`src/rtl/config_spi_loader.sv`:
```
// config_spi_loader: SPI mode-0 slave that assembles 32-bit configuration words.
// All SPI pins are synchronised into clk_i and oversampled. Every complete word
// is presented on bitstream_data_o with a single-cycle bitstream_valid_o pulse.
// SyncStages must be at least 2.
module config_spi_loader #(
   parameter int unsigned SyncStages = 2,
   parameter int unsigned CountWidth = 16
) (
   input  logic                  clk_i,
   input  logic                  rst_ni,
   input  logic                  spi_sck_i,
   input  logic                  spi_cs_ni,
   input  logic                  spi_mosi_i,
   output logic [31:0]           bitstream_data_o,
   output logic                  bitstream_valid_o,
   output logic                  active_o,
   output logic [CountWidth-1:0] word_count_o,
   output logic                  frame_error_o
);

   typedef enum logic [0:0] {
      S_IDLE = 1'b0,
      S_RECV = 1'b1
   } state_t;

   localparam logic [CountWidth-1:0] CNT_ZERO = {CountWidth{1'b0}};
   localparam logic [CountWidth-1:0] CNT_MAX  = {CountWidth{1'b1}};
   localparam logic [CountWidth-1:0] CNT_ONE  = {{(CountWidth-1){1'b0}}, 1'b1};

   // Synchroniser chains and edge-detect history
   logic [SyncStages-1:0] sck_sync_r;
   logic [SyncStages-1:0] cs_sync_r;
   logic [SyncStages-1:0] mosi_sync_r;
   logic                  sck_prev_r;
   logic                  cs_prev_r;

   logic sck_s;
   logic cs_s;
   logic mosi_s;
   logic sck_rise_s;
   logic cs_fall_s;
   logic cs_rise_s;

   // FSM and datapath state
   state_t           state_r;
   state_t           state_next_s;
   logic             frame_start_s;
   logic             frame_end_s;
   logic             shift_en_s;
   logic             word_done_s;
   logic [30:0]      shift_r;
   logic [4:0]       bit_cnt_r;
   logic [31:0]      data_r;
   logic             valid_r;
   logic             active_r;
   logic [CountWidth-1:0] word_count_r;
   logic             frame_error_r;

   // Bring the asynchronous SPI pins into the clk_i domain; CS resets to deasserted
   always_ff @(posedge clk_i or negedge rst_ni) begin
      if (!rst_ni) begin
         sck_sync_r  <= {SyncStages{1'b0}};
         cs_sync_r   <= {SyncStages{1'b1}};
         mosi_sync_r <= {SyncStages{1'b0}};
      end else begin
         sck_sync_r  <= {sck_sync_r[SyncStages-2:0], spi_sck_i};
         cs_sync_r   <= {cs_sync_r[SyncStages-2:0], spi_cs_ni};
         mosi_sync_r <= {mosi_sync_r[SyncStages-2:0], spi_mosi_i};
      end
   end

   assign sck_s  = sck_sync_r[SyncStages-1];
   assign cs_s   = cs_sync_r[SyncStages-1];
   assign mosi_s = mosi_sync_r[SyncStages-1];

   // Remember the previous synchronised SCK/CS level for edge detection
   always_ff @(posedge clk_i or negedge rst_ni) begin
      if (!rst_ni) begin
         sck_prev_r <= 1'b0;
         cs_prev_r  <= 1'b1;
      end else begin
         sck_prev_r <= sck_s;
         cs_prev_r  <= cs_s;
      end
   end

   assign sck_rise_s = sck_s & ~sck_prev_r;
   assign cs_fall_s  = ~cs_s & cs_prev_r;
   assign cs_rise_s  = cs_s & ~cs_prev_r;

   // FSM state register
   always_ff @(posedge clk_i or negedge rst_ni) begin
      if (!rst_ni) begin
         state_r <= S_IDLE;
      end else begin
         state_r <= state_next_s;
      end
   end

   // Next-state and control strobes; a CS release beats a coincident SCK edge
   always_comb begin
      state_next_s  = state_r;
      frame_start_s = 1'b0;
      frame_end_s   = 1'b0;
      shift_en_s    = 1'b0;
      case (state_r)
         S_IDLE: begin
            if (cs_fall_s) begin
               state_next_s  = S_RECV;
               frame_start_s = 1'b1;
            end else begin
               state_next_s = S_IDLE;
            end
         end
         S_RECV: begin
            if (cs_rise_s) begin
               state_next_s = S_IDLE;
               frame_end_s  = 1'b1;
            end else if (sck_rise_s) begin
               state_next_s = S_RECV;
               shift_en_s   = 1'b1;
            end else begin
               state_next_s = S_RECV;
            end
         end
         default: begin
            state_next_s = S_IDLE;
         end
      endcase
   end

   assign word_done_s = shift_en_s & (bit_cnt_r == 5'd31);

   // Shift register and bit position within the current word
   always_ff @(posedge clk_i or negedge rst_ni) begin
      if (!rst_ni) begin
         shift_r   <= 31'd0;
         bit_cnt_r <= 5'd0;
      end else if (frame_start_s || frame_end_s) begin
         bit_cnt_r <= 5'd0;
      end else if (shift_en_s) begin
         shift_r   <= {shift_r[29:0], mosi_s};
         bit_cnt_r <= bit_cnt_r + 5'd1;
      end
   end

   // Word output register and one-cycle valid strobe
   always_ff @(posedge clk_i or negedge rst_ni) begin
      if (!rst_ni) begin
         data_r  <= 32'd0;
         valid_r <= 1'b0;
      end else begin
         valid_r <= word_done_s;
         if (word_done_s) begin
            data_r <= {shift_r, mosi_s};
         end
      end
   end

   // Per-frame status: active flag, saturating word counter, sticky partial-word error
   always_ff @(posedge clk_i or negedge rst_ni) begin
      if (!rst_ni) begin
         active_r      <= 1'b0;
         word_count_r  <= CNT_ZERO;
         frame_error_r <= 1'b0;
      end else begin
         active_r <= (state_next_s == S_RECV);
         if (frame_start_s) begin
            word_count_r  <= CNT_ZERO;
            frame_error_r <= 1'b0;
         end else if (frame_end_s) begin
            frame_error_r <= frame_error_r | (bit_cnt_r != 5'd0);
         end else if (word_done_s && (word_count_r != CNT_MAX)) begin
            word_count_r <= word_count_r + CNT_ONE;
         end
      end
   end

   assign bitstream_data_o  = data_r;
   assign bitstream_valid_o = valid_r;
   assign active_o          = active_r;
   assign word_count_o      = word_count_r;
   assign frame_error_o     = frame_error_r;

endmodule

```
`config.mk`:
```
export PLATFORM = sky130hd
export DESIGN_NAME = config_spi_loader
export DESIGN_NICKNAME = d
export VERILOG_FILES = /design/src/rtl/config_spi_loader.sv
export SDC_FILE = /design/constraint.sdc
export NUM_CORES = 1
export LEC_CHECK = 0
export CAP_MARGIN = 30
export CORE_UTILIZATION = 50
export CTS_CLUSTER_SIZE = 16
export DETAILED_ROUTE_END_ITERATION = 10
export PLACE_DENSITY = 0.74
export SETUP_SLACK_MARGIN = 0.4
export SLEW_MARGIN = 30
export SYNTH_ARGS = -nofsm -noshare
export SYNTH_HDL_FRONTEND = slang
export SYNTH_SLANG_ARGS = --single-unit
```
`constraint.sdc`:
```
create_clock -name clk_i -period 2.9 [get_ports clk_i]
set_clock_uncertainty 0.05 [all_clocks]
set_input_delay 0.58 -clock clk_i [delete_from_list [all_inputs] [get_ports clk_i]]
set_output_delay 0.58 -clock clk_i [all_outputs]
set_load 0.01 [all_outputs]
```
==> flow_summary.json <==
{
  "ys_types": 40,
  "dp_hpwl_um": 4930,
  "synth.avg_cell_area_um2": 11.0,
  "peakVddDrop_v": 0.000282,
  "hold_viol_final": 0,
  "netlist_area_um2": 3910,
  "netlist_top_cells_area": "dfrtp_1, nand2_1, mux2_2",
  "p_total_mw": 2.38,
  "final_nets": 420,
  "cap_violations": 0,
  "p_leak_nw": 2.32,
  "max_stage_delay_ns": 0.51,
  "hold_class": "in -> async",
  "max_freq_mhz": 426,
  "firstDrtPassIters": 4,
  "wl_um": 7530,
  "coreArea_um2": 7410,
  "portBuffers": 55,
  "path_max_fanout": 17,
  "status": "finished, final reports clean",
  "wl_per_cell_um": 14.6,
  "dp_slack_ns": 0.279,
  "syn_to_final_growth_pct": 21.6,
  "power_frac_comb_pct": 6.1,
  "antenna_cells": 0,
  "htree_levels": 3,
  "powerDensity_nw_per_um2": 500,
  "holdWs_ns": 0.178,
  "slowest_stage": "or4_1",
  "clkTransAtPathRegs_ns": 0.09,
  "path_delay_family": "simple AND/OR/NAND/NOR gates",
  "cts_made_buffers": 9,
  "ys_async_sr_fraction_pct": 100,
  "max-clock-path-buffers": 2,
  "cts_tree": "built",
  "critPathArrivalTime_ns": 2.57,
  "tightest_slew_ns": 0.599,
  "timing.final.crit_period_ns": 2.35,
  "synth_edf_count": 0,
  "synth.most_common_cell": "nand2_1",
  "clock_latency_ns": 0.34,
  "drive_gt1_share_pct": 15.4,
  "netlist_instances": 355,
  "setup_viol": 0,
  "power_switching_share_pct": 24.4,
  "layout_setup_ws_ns": 0.553,
  "dieArea_um2": 8190,
  "post-route-period-util_pct": 80.9,
  "cts.sinks": 95,
  "drc": 0,
  "rows": 31,
  "yosys-top-cells-count": "nand2_1, dfrtp_1, mux2_2",
  "intPower_mw": 1.80,
  "crit_top_cell": "ha_1",
  "grt.total_usage_pct": 19.9,
  "start_kind": "flip-flop",
  "grt_max_degree": 47,
  "via_per_inst": 5.43,
  "yosys_warnings": 0,
  "grt_pass1_wl_um": 13000,
  "cts-root-buf": "clkbuf_8",
  "vias": 2794,
  "final.setup.tns_ns": 0,
  "gp_congestion": 0.789,
  "synth_fp_nets": 364,
  "boundaryPins": 56,
  "criticalPathCategory": "reg -> reg",
  "netlist.area_leader.share_pct": 58.8,
  "rsz0062_at_grt": "no",
  "critPathRequiredTime_ns": 3.12,
  "crit_buf_inv": 1,
  "nFillCells": 594,
  "slew_headroom_pct": 59.7,
  "die_w_um": 90.5,
  "seq_power_share_pct": 60.3,
  "ys_ff_latch": 95,
  "initial_core_util_pct": 52.8,
  "grt_pass1_vias": 2703,
  "ys.flop_type": "dfrtp_1",
  "grt_overflow_total": 0,
  "path_cells": "ha_1 -> and3_1 -> ha_1 -> nand4b_1 -> or2_4 -> buf_4 -> or4_1 -> o211ai_1",
  "first_iter_violations": 234,
  "antenna_found_initial": 0,
  "synth_largest_area_cell": "dfrtp_1",
  "die-height_um": 90.5,
  "drv_slew": 0,
  "cts_setup_buffers": 0,
  "endpoint_kind": "flip-flop",
  "switchingPower_mw": 0.581,
  "antenna_left": 0,
  "seq_area_frac_synth_pct": 60.8,
  "clockPowerShare_pct": 33.6
}
==> routing by layer <==
metal	track usage (%)	part of all wire, %
met4	7.80	1.4
met5	0	0
met2	31.3	48
met1	27.7	47
met3	3.03	4.1
==> final timing paths <==
path	from	end	slack, ns	cells past startpoint
worst max-delay path	bit_cnt_r[1]	word_count_o[3]	0.55	8
worst min-delay path	rst_ni	word_count_o[10]	0.18	1
worst max register to register	bit_cnt_r[1]	word_count_o[3]	0.55	8
worst min register to register	sck_sync_r[0]	sck_sync_r[1]	0.31	0
max in group asynchronous	rst_ni	shift_r[15]	1.96	2
min in group clk_i	sck_sync_r[0]	sck_sync_r[1]	0.31	0
==> cell families after synthesis <==
family,after synthesis,synth area share [%]
and+or+nand+nor,173,20.2
DFF,95,60.8
muxes,44,12.3
buffers and inverters,23,2.65
AOI/OAI and AO/OA,15,2.46
adders and majority gates,4,1.28
xor gates and xnor gates,1,0.224
==> sequential cells by signal (all words and copies together) (netlist names) <==
| name | flops |
|---|---|
| bitstream_data_o | 32 |
| word_count_o | 16 |
| active_o | 1 |
| bitstream_valid_o | 1 |
| mosi_sync_r | 2 |
| cs_prev_r | 1 |
| bit_cnt_r | 5 |
| frame_error_o | 1 |
| shift_r | 31 |
| sck_sync_r | 2 |
| cs_sync_r | 2 |
| sck_prev_r | 1 |
==> power by group through the flow <==
stage / registers (mW) / clock network (mW) / logic, mW
floorplan: 1.45 / 0 / 0.0865
global placement: 1.45 / 0 / 0.141
finish: 1.44 / 0.799 / 0.146
global route: 1.45 / 0.876 / 0.163
CTS: 1.44 / 0.819 / 0.150
detailed placement: 1.46 / 0 / 0.149
==> cell usage in the layout, fill, tap and decap left out, types with 2 or more instances in the layout <==
cell type	instances
ha_1	4
nand4_1	9
nor2_1	8
nor4_1	4
nand2b_1	2
clkinvlp_4	2
o211ai_1	2
inv_1	7
o21ai_0	4
clkinv_4	3
nand2_1	114
mux2_2	32
clkdlybuf4s50_1	54
clkbuf_8	10
a22o_1	2
nand3_1	14
buf_4	5
dfstp_2	3
mux2i_1	11
or4_1	5
dfrtp_1	92
nor3_1	2
and3_1	5
==> repair_timing <==
item / in CTS / in global routing
resized for setup: 2 / 2
hold buffers: 0 / 0
setup endpoints to repair: 5 / 10
==> metrics by stage <==
stage	std cells	util (%)	instance area, um2
floorplan	355	-	3910
finish	515	64.3	4760
global route	515	64.3	4760
CTS	515	64.2	4750
global placement	499	61.7	4570
detailed placement	499	61.7	4570
==> worst register-to-register path: stages (launching register included) <==
cell      delay (ns)
dfrtp_1         0.41
ha_1            0.20
and3_1          0.17
ha_1            0.16
nand4b_1        0.11
or2_4           0.33
buf_4           0.23
or4_1           0.52
o211ai_1        0.10
==> area by class of cell <==
| type | count | area, um2 | area share (%) |
|---|---|---|---|
| clock buffers | 10 | 138 | 2.89 |
| multi-input cells | 237 | 1440 | 30.3 |
| repair buffers | 60 | 598 | 12.6 |
| inverters | 8 | 32.5 | 0.683 |
| clock inverters | 6 | 46.3 | 0.972 |
| well taps | 99 | 124 | 2.60 |
| flip-flops and latches | 95 | 2380 | 50.0 |
No activity file was read; power rests on OpenSTA's default activity.
